==> src/rtl/scroll_text_engine.sv <==
// Message scroller feeding the 4-digit 7-seg glyph decoder: host-loaded glyph RAM,
// 4-char window stepped once per prescaler period. Optional trailing blank gap: SCROLL_GAP_EN.
module scroll_text_engine #(
  parameter int unsigned          MSG_DEPTH  = 16,
  parameter int unsigned          CODE_W     = 4,
  parameter int unsigned          TICK_MAX   = 50000000,
  parameter logic [CODE_W-1:0]    BLANK_CODE = CODE_W'(2)
) (
  input  logic                          clock,
  input  logic                          reset,
  input  logic                          wr_en,
  input  logic [$clog2(MSG_DEPTH)-1:0]  wr_addr,
  input  logic [CODE_W-1:0]             wr_data,
  input  logic [$clog2(MSG_DEPTH):0]    msg_len,
  input  logic                          start,
  input  logic                          stop,
  input  logic                          pause,
  output logic [CODE_W-1:0]             char3,
  output logic [CODE_W-1:0]             char2,
  output logic [CODE_W-1:0]             char1,
  output logic [CODE_W-1:0]             char0,
  output logic                          frame_valid,
  output logic                          busy
);

  localparam int unsigned AW = $clog2(MSG_DEPTH);
  localparam int unsigned LW = AW + 1;
  localparam int unsigned PW = AW + 2;
  localparam int unsigned CW = (TICK_MAX > 0) ? $clog2(TICK_MAX + 1) : 1;

  typedef enum logic [1:0] {IDLE, SCROLL, PAUSED} state_t;

  state_t              state_q, state_d;
  logic [CODE_W-1:0]   ram [MSG_DEPTH];
  logic [PW-1:0]       pos_q, pos_d;
  logic [CW-1:0]       presc_q, presc_d;
  logic [LW-1:0]       len_q, len_d, len_clamp;
  logic [PW-1:0]       seq_len_q, seq_len_d;
  logic                load, blank;
  logic [PW-1:0]       idx [4];
  logic [CODE_W-1:0]   win [4];

  // Length of the virtual sequence being scrolled (message plus optional blank gap)
  function automatic logic [PW-1:0] seq_len(input logic [LW-1:0] l);
`ifdef SCROLL_GAP_EN
    return PW'(l) + PW'(4);
`else
    return PW'(l);
`endif
  endfunction

  // Next-state and datapath control
  always_comb begin
    state_d   = state_q;
    pos_d     = pos_q;
    presc_d   = presc_q;
    len_d     = len_q;
    load      = 1'b0;
    blank     = 1'b0;
    len_clamp = (msg_len > LW'(MSG_DEPTH)) ? LW'(MSG_DEPTH) : msg_len;
    seq_len_q = seq_len(len_q);
    if (stop) begin
      if (state_q != IDLE) begin
        state_d = IDLE;
        blank   = 1'b1;
      end
    end else if (start) begin
      if (len_clamp == '0) begin
        if (state_q != IDLE) begin
          state_d = IDLE;
          blank   = 1'b1;
        end
      end else begin
        state_d = SCROLL;
        pos_d   = '0;
        presc_d = '0;
        len_d   = len_clamp;
        load    = 1'b1;
      end
    end else if (state_q != IDLE) begin
      if (pause) begin
        state_d = PAUSED;
      end else begin
        state_d = SCROLL;
        if (presc_q == CW'(TICK_MAX)) begin
          presc_d = '0;
          pos_d   = (pos_q + PW'(1) == seq_len_q) ? '0 : pos_q + PW'(1);
          load    = 1'b1;
        end else begin
          presc_d = presc_q + CW'(1);
        end
      end
    end
  end

  // Window indices walk forward from the new position, wrapping without division
  always_comb begin
    seq_len_d = seq_len(len_d);
    idx[0]    = pos_d;
    for (int k = 1; k < 4; k++) begin
      idx[k] = (idx[k-1] + PW'(1) == seq_len_d) ? '0 : idx[k-1] + PW'(1);
    end
    for (int k = 0; k < 4; k++) begin
`ifdef SCROLL_GAP_EN
      win[k] = (idx[k] < PW'(len_d)) ? ram[idx[k][AW-1:0]] : BLANK_CODE;
`else
      win[k] = ram[idx[k][AW-1:0]];
`endif
    end
  end

  always_ff @(posedge clock) begin
    if (reset) begin
      state_q     <= IDLE;
      pos_q       <= '0;
      presc_q     <= '0;
      len_q       <= '0;
      char3       <= BLANK_CODE;
      char2       <= BLANK_CODE;
      char1       <= BLANK_CODE;
      char0       <= BLANK_CODE;
      frame_valid <= 1'b0;
      busy        <= 1'b0;
      for (int i = 0; i < int'(MSG_DEPTH); i++) ram[i] <= BLANK_CODE;
    end else begin
      state_q     <= state_d;
      pos_q       <= pos_d;
      presc_q     <= presc_d;
      len_q       <= len_d;
      frame_valid <= load | blank;
      busy        <= (state_d != IDLE);
      if (load) begin
        char3 <= win[0];
        char2 <= win[1];
        char1 <= win[2];
        char0 <= win[3];
      end else if (blank) begin
        char3 <= BLANK_CODE;
        char2 <= BLANK_CODE;
        char1 <= BLANK_CODE;
        char0 <= BLANK_CODE;
      end
      if (wr_en) ram[wr_addr] <= wr_data;
    end
  end

endmodule

==> config.mk <==
export PLATFORM = sky130hd
export DESIGN_NAME = scroll_text_engine
export DESIGN_NICKNAME = d
export VERILOG_FILES = /design/src/rtl/scroll_text_engine.sv
export SDC_FILE = /design/constraint.sdc
export NUM_CORES = 1
export LEC_CHECK = 0
export BUFFER_PORTS_ARGS = -buffer_cell sky130_fd_sc_hd__buf_4
export CAP_MARGIN = 0
export CORE_MARGIN = 2
export CORE_UTILIZATION = 37
export DETAILED_ROUTE_END_ITERATION = 6
export HOLD_SLACK_MARGIN = 0.1
export PLACE_DENSITY_LB_ADDON = 0.15
export SYNTH_ARGS = -nofsm -noshare
export SYNTH_HDL_FRONTEND = slang
export SYNTH_SLANG_ARGS = --single-unit
export TNS_END_PERCENT = 1
==> constraint.sdc <==
create_clock -name clock -period 12.3 [get_ports clock]
set_input_delay 1.23 -clock clock [delete_from_list [all_inputs] [get_ports clock]]
set_output_delay 1.23 -clock clock [all_outputs]
set_load 0.1 [all_outputs]
==> results_dict.tcl, run 1 <==
set metrics [dict create \
    die_area_um2 24700 \
    required_ns 12.65 \
    cts-resized-gates 0 \
    via_count 8338 \
    syn_area_per_cell_um2 8.17 \
    cp-end-kind "register" \
    rows 56 \
    power_density_nw_per_um2 114 \
    crit_buf_inv 9 \
    tightest_slew_ns 1.06 \
    routed_wl_mm 30.0 \
    mappedNetlistArea_um2 8690 \
    synth_top_area_share_pct 22.1 \
    synth-main-ff-cell "edfxtp_1" \
    grt_pass1_vias 7807 \
    fin_skew_ns 0.0125 \
    yosysMostFrequentCell "nand2_1" \
    placedCellCount 1362 \
    period_minus_slack_ns 10.94 \
    grt_pass1_wl_mm 46.6 \
    status "completed" \
    grt_max_degree 51 \
    nNetsFinal 1087 \
    clockRootBuffer "clkbuf_16" \
    rsz0062_at_grt "false" \
    yosys.area.top_type "edfxtp_1" \
    finalPower_uw 1110 \
    core_area_um2 23300 \
    avgViaCountPerCell 5.98 \
    track_usage_pct 24.8 \
    path_clk_slew_ns 0.06 \
    synth_fp_nets 1088 \
    first_pass_iters 6 \
    clockBufferDepth 2 \
    cp_slowest_stage_delay_ns 0.58 \
    cts_inserted_buffers 17 \
    die_w_um 157 \
    io_pins 37 \
    grt_antenna_before_repair 0 \
    relSlewSlack_pct 29.2 \
    wire_per_inst_um 21.5 \
    arrival_ns 11.29 \
    leakage_uw 0.00369 \
    dpl.hpwl_mm 21.6 \
    cp_slowest_cell "or3_1" \
    hold_path_class "register to register" \
    ys.warnings.count 0 \
    netlist_top_cells_area "edfxtp_1 (22%), dfxtp_1 (13%), nand2_1 (7.1%)" \
    ys_types 83 \
    drc 0 \
    grt_overflow 0 \
    gp_congestion 0.950 \
    clock_latency_ns 0.43 \
    start_util_pct 37.3 \
    synth-edff-count 64 \
    path_delay_family "simple AND/OR/NAND/NOR gates" \
    die_h_um 157 \
    diodes 0 \
    cts_sinks 121 \
    irDropWorstVdd_mv 0.0715 \
    setup_tns_ns 0 \
    drt_iter0_markers 881 \
    async_flop_share_pct 0 \
    synth-seq-cells 121 \
    htreeDepth 4 \
    fin_crit_sh_pct 89.0 \
    io_buffers 36 \
    tritoncts "built" \
    holdWs_ns 0.467 \
    max_freq_ghz 0.0914 \
    ant_nets 0 \
    max_cap_viol_count 0 \
    path_class "register to register" \
    worstPathMaxFanout 34 \
    crit_path_start_kind "register" \
    fill_cells 2385 \
    setup_viol 0 \
    hold_viol 0 \
    syn_to_final_growth_pct 12.5 \
    post_cts_buffers 0 \
    synth_top_cells_by_count "nand2_1 (164), nor2_1 (93), edfxtp_1 (64)" \
    cts_hold_buf 0 \
    ys_seq_area_share_pct 35.3 \
    final_layout_size_suffix_gt1_share_pct 11.3 \
    drv_slew 0 \
    cpMostUsedCell "inv_1" \
    instances_no_fill 1394 \
    syn_inst 1063 \
]
cell type report:
cell class              instances  area (um2)  share of cell area, %
multi-input cells             853        5310                   54.3
flip-flops and latches        121        3060                   31.3
clock buffers                  17         425                   4.35
well taps                     319         399                   4.08
repair buffers                 52         390                   3.99
clock inverters                15         125                   1.28
inverters                      17        63.8                  0.653
logic make-up (layout without fill, tap and decap cells):
family	Yosys count	after routing	share of synthesized area [%]
flip-flops	121	121	35.3
AO/OA/AOI/OAI	241	241	20.4
adder cells (fa/ha/maj)	6	6	0.864
multiplexers	44	44	5.49
AND/OR/NAND/NOR	522	522	29.9
XOR/XNOR	40	40	4.03
buffers and inverters	89	101	4.03
where the power goes:
group,internal (uW),switching (uW),total [uW],leakage (uW)
clock network,265,216,481,0.000276
logic,51.9,112,164,0.00234
registers,443,26.2,469,0.00108
registers in the layout, summed over array words and instances (netlist names):
| signal | cells |
|---|---|
| state_q | 2 |
| char0 | 4 |
| char1 | 4 |
| char2 | 4 |
| busy | 1 |
| ram | 64 |
| presc_q | 26 |
| frame_valid | 1 |
| pos_q | 6 |
| char3 | 4 |
| len_q | 5 |
worst register-to-register path, delay by kind of cell (launching register included):
| kind | cells | cell delay [ns] |
|---|---|---|
| simple gates | 13 | 4.48 |
| flops | 1 | 0.34 |
| mux | 1 | 0.16 |
| fa+ha+maj | 4 | 1.15 |
| xor+xnor | 1 | 0.18 |
| compound gates | 10 | 2.74 |
| buf+inv | 9 | 1.81 |
through the flow:
step | util [%] | setup slack (ns) | instance area, um2
after detailed placement | 39.6 | 1.25 | 9220
after global routing | 42.0 | 0.499 | 9770
after global placement | 39.6 | 1.51 | 9220
after CTS | 42.0 | 1.53 | 9770
final | 42.0 | 1.36 | 9770
after floorplan | - | 1.54 | 8690
final timing paths:
kind	slack [ns]	to	startpoint	cells after the start
worst max-delay path	1.36	char0[1]	presc_q[0]	38
worst min-delay path	0.47	char1[0]	char1[0]	2
worst min register to register	0.47	char1[0]	char1[0]	2
worst max register to register	1.36	char0[1]	presc_q[0]	38
routing by layer:
metal  share of wire (%)  track usage (%)
met1                  46             35.5
met2                  43             36.5
met3                 6.4             4.13
met4                 4.2             11.4
met5                   0                0
cell usage in the layout (no fill, tap or decap), types with 6 or more instances in the layout:
| cell | count |
|---|---|
| a211oi_1 | 22 |
| a21oi_1 | 43 |
| a221oi_1 | 13 |
| a22oi_1 | 11 |
| a2bb2oi_1 | 7 |
| a311oi_1 | 14 |
| a31oi_1 | 10 |
| and2_1 | 60 |
| and3_1 | 32 |
| buf_4 | 52 |
| clkbuf_16 | 17 |
| dfxtp_1 | 57 |
| edfxtp_1 | 64 |
| ha_1 | 6 |
| inv_1 | 15 |
| inv_6 | 7 |
| mux2_2 | 8 |
| mux2i_1 | 33 |
| nand2_1 | 164 |
| nand2b_1 | 7 |
| nand3_1 | 54 |
| nand4_1 | 15 |
| nor2_1 | 93 |
| nor3_1 | 27 |
| nor4_1 | 9 |
| o211ai_1 | 17 |
| o21ai_0 | 40 |
| o22ai_1 | 6 |
| or2_2 | 9 |
| or3_1 | 17 |
| xnor2_1 | 20 |
| xor2_1 | 19 |
Power figures use the tool's default switching activity.
==> run 2, diff against run 1 <==
--- a/config.mk
+++ b/config.mk
@@ -5,12 +5,14 @@
 export SDC_FILE = /design/constraint.sdc
 export NUM_CORES = 1
 export LEC_CHECK = 0
+export ABC_AREA = 1
 export BUFFER_PORTS_ARGS = -buffer_cell sky130_fd_sc_hd__buf_4
 export CAP_MARGIN = 0
 export CORE_MARGIN = 2
 export CORE_UTILIZATION = 37
+export CTS_CLUSTER_SIZE = 24
 export DETAILED_ROUTE_END_ITERATION = 6
-export HOLD_SLACK_MARGIN = 0.1
+export HOLD_SLACK_MARGIN = 0.08
 export PLACE_DENSITY_LB_ADDON = 0.15
 export SYNTH_ARGS = -nofsm -noshare
 export SYNTH_HDL_FRONTEND = slang
==> run 2 against run 1 <==
Effect of this change: synthesized cell count up 19%; register-to-register slack better by 3.0 ns; area after synthesis down 2.7%; final cell count up 13%; combinational power about the same; global-route usage down 0.47 points; clock power up 5.4%; sequential cell count unchanged; power up 1.9%; critical path depth up 6; count of clock-buffer cells in the layout up 1; critical path type is now input pin to register; largest power group unchanged.
==> results_dict.tcl, run 2 <==
set metrics [dict create \
    synth_top_area_share_pct 22.7 \
    grt_pass1_wl_mm 45.0 \
    synth-main-ff-cell "edfxtp_1" \
    setup_tns_ns 0 \
    holdPathStages 2 \
    reg.largest.list "ram (64), presc_q (26), pos_q (6)" \
    syn_inst 1266 \
    power_density_nw_per_um2 120 \
    avgViaCountPerCell 5.49 \
    crit_path_start_kind "input pin" \
    rrSetupSlack_ns 4.36 \
    drt_iter0_markers 963 \
    ys.warnings.count 0 \
    tritoncts "built" \
    syn_to_final_growth_pct 12.1 \
    die_area_um2 24100 \
    via_count 8626 \
    nNetsFinal 1298 \
    die_h_um 155 \
    max_freq_ghz 0.116 \
    cp-end-kind "register" \
    synth-seq-cells 121 \
    cts_sinks 121 \
    synth_fp_nets 1291 \
    first_pass_iters 6 \
    fin_crit_sh_pct 70.0 \
    io_buffers 36 \
    required_ns 12.65 \
    place_area_um2 8890 \
    min_to "presc_q[22]" \
    period_minus_slack_ns 8.61 \
    tightest_slew_ns 1.15 \
    grt_overflow 0 \
    syn_area_per_cell_um2 6.68 \
    netlist_top_cells_area "edfxtp_1 (23%), nand2_1 (14%), dfxtp_1 (13%)" \
    diodes 0 \
    io_pins 37 \
    wire_per_inst_um 18.5 \
    track_usage_pct 24.4 \
    irDropWorstVdd_mv 0.0920 \
    status "completed" \
    die_w_um 155 \
    gp_congestion 0.998 \
    top_register "ram" \
    cp_slowest_cell "nor2_1" \
    rows 55 \
    setup_viol 0 \
    path_class "input pin to register" \
    instances_no_fill 1571 \
    hold_path_class "register to register" \
    start_util_pct 37.6 \
    grt_max_degree 63 \
    dpl.hpwl_mm 21.5 \
    fin_skew_ns 0.0289 \
    ys_types 49 \
    worstPathMaxFanout 38 \
    r2r_start "state_q[1]" \
    cts_hold_buf 0 \
    synth-edff-count 64 \
    clockRootBuffer "clkbuf_16" \
    async_flop_share_pct 0 \
    ant_nets 0 \
    synth_top_cells_by_count "nand2_1 (307), nor2_1 (171), nand3_1 (144)" \
    cts_inserted_buffers 17 \
    layout_common_cells "nand2_1 (307), nor2_1 (170), nand3_1 (144)" \
    arrival_ns 8.97 \
    yosysMostFrequentCell "nand2_1" \
    path_clk_slew_ns 0.06 \
    relSlewSlack_pct 23.1 \
    design_area_um2 9480 \
    postLayoutSetupSlackWorst_ns 3.69 \
    mappedNetlistArea_um2 8450 \
    largest_reg_flops 64 \
    drc 0 \
    grt_pass1_vias 7775 \
    clockBufferDepth 2 \
    finalPower_uw 1140 \
    r2r_cells 41 \
    cts-resized-gates 0 \
    dp_slack_ns 3.35 \
    post_cts_buffers 0 \
    max_cap_viol_count 0 \
    rsz0062_at_grt "false" \
    placedCellCount 1539 \
    routed_wl_mm 29.1 \
    final_common_cell "nand2_1" \
    final_layout_size_suffix_gt1_share_pct 9.64 \
    yosys.area.top_type "edfxtp_1" \
    cpMostUsedCell "nand2_1" \
    rr_endpoint "char0[2]" \
    drv_slew 0 \
    htreeDepth 4 \
    ys_seq_area_share_pct 36.2 \
    grt_antenna_before_repair 0 \
    clock_latency_ns 0.43 \
    cp_slowest_stage_delay_ns 0.87 \
    min_from "presc_q[22]" \
    core_area_um2 22500 \
    leakage_uw 0.00386 \
    hold_viol 0 \
]
==> run 2: cell count changes in the layout (fill, tap and decap cells not counted), sizes merged, moves of 21 or more <==
cell | previous run | this run
and3 | 32 | 2
mux2i | 33 | 0
nor2 | 94 | 184
nand2 | 164 | 325
xnor2 | 21 | 0
a21oi | 44 | 83
and2 | 60 | 0
nand3 | 54 | 147
inv | 28 | 161
==> run 2: kinds of logic after synthesis <==
logic type / synth area share (%)
compound gates: 16.7
xor+xnor: 0.622
flops: 36.2
simple gates: 35.7
fa+ha+maj: 0.888
buf+inv: 9.80
==> run 2: layout make-up <==
class | instances | area, um2
Timing Repair Buffer | 43 | 323
Multi-Input combinational cell | 935 | 4570
Tap cell | 285 | 357
Inverter | 155 | 582
Fill cell | 2417 | 13000
Clock buffer | 18 | 429
Sequential cell | 121 | 3060
Clock inverter | 14 | 160
==> run 2: worst max path at each step <==
stage / start / to / slack (ns) / cells past startpoint
detailed placement: msg_len[0] / char0[2] / 3.35 / 44
finish: msg_len[0] / char0[2] / 3.69 / 44
global route: msg_len[0] / char0[2] / 2.83 / 44
global placement: msg_len[0] / char0[2] / 3.58 / 44
CTS: msg_len[0] / char0[2] / 3.77 / 44
floorplan: msg_len[0] / char0[1] / 5.00 / 49
==> run 2: through the flow <==
stage / util (%) / hold WS [ns]
2_1_floorplan: - / 0.439
3_3_place_gp: 39.5 / 0.455
3_5_place_dp: 39.5 / 0.461
4_1_cts: 42.1 / 0.474
5_1_grt: 42.1 / 0.493
6_report: 42.1 / 0.465
==> run 2: per-layer routing <==
layer	up-vias	GRT usage [%]	wire length, um
li1	4259	-	-
met2	308	38.5	13600
met4	0	9.83	934
met3	50	3.59	1760
met5	-	0	0
met1	4009	33.6	12900
==> run 2: worst max-delay path: cells and delay by family <==
kind	cells	cell delay, ns
AO/OA/AOI/OAI	4	0.87
AND/OR/NAND/NOR	27	4.41
buffers and inverters	8	1.10
adder cells (fa/ha/maj)	3	1.09
XOR/XNOR	2	0.23
==> run 2: report_power, final <==
group / switching [uW] / internal [uW]
sequential: 22.8 / 442
clock: 203 / 304
combinational: 116 / 46.9
==> run 3, diff against run 2 <==
--- a/config.mk
+++ b/config.mk
@@ -5,7 +5,7 @@
 export SDC_FILE = /design/constraint.sdc
 export NUM_CORES = 1
 export LEC_CHECK = 0
-export ABC_AREA = 1
+export ABC_AREA = 0
 export BUFFER_PORTS_ARGS = -buffer_cell sky130_fd_sc_hd__buf_4
 export CAP_MARGIN = 0
 export CORE_MARGIN = 2
==> constraint.sdc (replaced) <==
create_clock -name clock -period 7.5 [get_ports clock]
set_input_delay 0.75 -clock clock [delete_from_list [all_inputs] [get_ports clock]]
set_output_delay 0.75 -clock clock [all_outputs]
set_load 0.1 [all_outputs]
==> run 3 against run 2 <==
Effect of this change: routed wire length is 5.3% higher; non-clock buffer count is 73 higher; hold slack better by 0.0029 ns; global-route usage is 0.83 points higher; final cell count is 7.2% lower; sequential share of layout area is 3.2 points lower; first-iteration DRC count is 13% lower; critical path depth is 10 lower; register-to-register slack worse by 3.9 ns; clock power is 63% higher; critical path type is now register to register.
==> results_dict.tcl, run 3 (same netlist as run 1, synthesis figures left out) <==
set metrics [dict create \
    rrSetupSlack_ns 0.43 \
    dp_slack_ns -0.0523 \
    grt_pass1_wl_mm 47.7 \
    dpl.hpwl_mm 22.3 \
    grt_antenna_before_repair 0 \
    syn_to_final_growth_pct 21.3 \
    postLayoutSetupSlackWorst_ns 0.431 \
    htreeDepth 4 \
    wl_met1_mm 13.9 \
    diodes 0 \
    share_comb_of_total_power_pct 15.6 \
    drc 0 \
    rows 56 \
    fill_cells 2362 \
    relSlewSlack_pct 35.5 \
    track_usage_pct 25.2 \
    max_freq_ghz 0.141 \
    nNetsFinal 1151 \
    via_count 8598 \
    seq_power_share_pct 40.7 \
    ant_nets 0 \
    final_common_cell "nand2_1" \
    die_w_um 157 \
    cts_inserted_buffers 17 \
    status "completed" \
    met3_length_mm 1.68 \
    cp-end-kind "register" \
    place_area_um2 9830 \
    design_area_um2 10500 \
    intPower_uw 1280 \
    cp_slowest_stage_delay_ns 0.59 \
    top_register "ram" \
    cp_slowest_cell "or4_4" \
    period_minus_slack_ns 7.07 \
    drt_iter0_markers 834 \
    core_area_um2 23300 \
    final_layout_size_suffix_gt1_share_pct 19.8 \
    tritoncts "built" \
    grt_overflow 0 \
    arrival_ns 7.36 \
    grt_max_degree 51 \
    path_class "register to register" \
    layout_common_cells "nand2_1 (160), buf_4 (114), nor2_1 (91)" \
    max_cap_viol_count 0 \
    power_density_nw_per_um2 179 \
    avgViaCountPerCell 5.90 \
    cts_sinks 121 \
    wire_per_inst_um 21.0 \
    fin_skew_ns 0.0162 \
    first_pass_iters 5 \
    final_core_utilization_pct 45.3 \
    leakage_uw 0.00404 \
    fin_crit_sh_pct 94.2 \
    clockRootBuffer "clkbuf_16" \
    irDropWorstVdd_mv 0.134 \
    die_h_um 157 \
    top_layer "met4" \
    met2_wirelength_mm 14.1 \
    tightest_slew_ns 0.964 \
    start_util_pct 37.3 \
    io_pins 37 \
    io_buffers 36 \
    netSwitchingFraction_pct 32.2 \
    routed_wl_mm 30.7 \
    die_area_um2 24700 \
    required_ns 7.79 \
    p_switching_uw 607 \
    largest_reg_flops 64 \
    drv_slew 0 \
    crit_path_start_kind "register" \
    worstPathMaxFanout 9 \
    hold_viol 0 \
    hold_path_class "register to register" \
    gp_congestion 0.970 \
    setup_viol 0 \
    reg.largest.list "ram (64), presc_q (26), pos_q (6)" \
    p_clk_share_pct 43.7 \
    clockBufferDepth 2 \
    grt_pass1_vias 8143 \
    path_clk_slew_ns 0.07 \
    clock_latency_ns 0.42 \
    cts_hold_buf 0 \
    cpMostUsedCell "or4_4" \
]
-- run 3: changes by cell type in the layout (fill, tap and decap cells not counted), sizes merged, moves of 60 or more --
| cell | change |
|---|---|
| nand2 | -161 |
| buf | +73 |
| nand3 | -93 |
| and2 | +60 |
| nor2 | -90 |
| inv | -135 |
-- run 3: power groups by stage --
stage	registers (uW)	logic [uW]	clock network (uW)
finish	768	293	824
global route	769	317	863
CTS	766	289	837
detailed placement	781	288	0
global placement	781	288	0
floorplan	799	160	0
-- run 3: repair_timing --
action                                  4_1_cts  5_1_grt
setup buffers                                 0        4
resized for setup                             0       22
endpoints found under the setup margin        0        4
-- run 3: per-stage QoR --
stage                TNS, ns  cells  total power [uW]  hold slack [ns]
floorplan              -3.54   1063               959            0.464
global placement           0   1422              1070            0.450
detailed placement    -0.144   1422              1070            0.458
CTS                        0   1454              1890            0.470
global route        -0.00666   1458              1950            0.487
finish                     0   1458              1890            0.468
-- run 3: metal layers --
| layer | track usage (%) | vias up |
|---|---|---|
| met5 | 0 | - |
| met4 | 9.48 | 0 |
| met3 | 3.39 | 69 |
| met2 | 40.0 | 311 |
| met1 | 34.9 | 4142 |
| li1 | - | 4076 |
-- run 3: worst max-delay path, delay by kind of cell, from the launching register on --
family / cells / cell delay, ns
AO/OA/AOI/OAI: 10 / 1.87
adder cells (fa/ha/maj): 3 / 0.49
flip-flops: 1 / 0.34
buffers and inverters: 7 / 0.72
multiplexers: 1 / 0.13
AND/OR/NAND/NOR: 13 / 3.37
-- run 3: layout make-up --
class	instances	area [um2]	area share [%]
inverter	17	76.3	0.724
clock buffer	17	425	4.04
multi-input combinational	853	5510	52.3
tap	319	399	3.79
timing repair buffer	116	887	8.41
sequential	121	3070	29.1
clock inverter	15	171	1.63
-- run 3: worst paths after layout --
| check | cells past startpoint | start | endpoint |
|---|---|---|---|
| worst min-delay path | 2 | char1[0] | char1[0] |
| worst min register to register | 2 | char1[0] | char1[0] |
| worst max register to register | 34 | presc_q[0] | char0[0] |
| worst max-delay path | 34 | presc_q[0] | char0[0] |
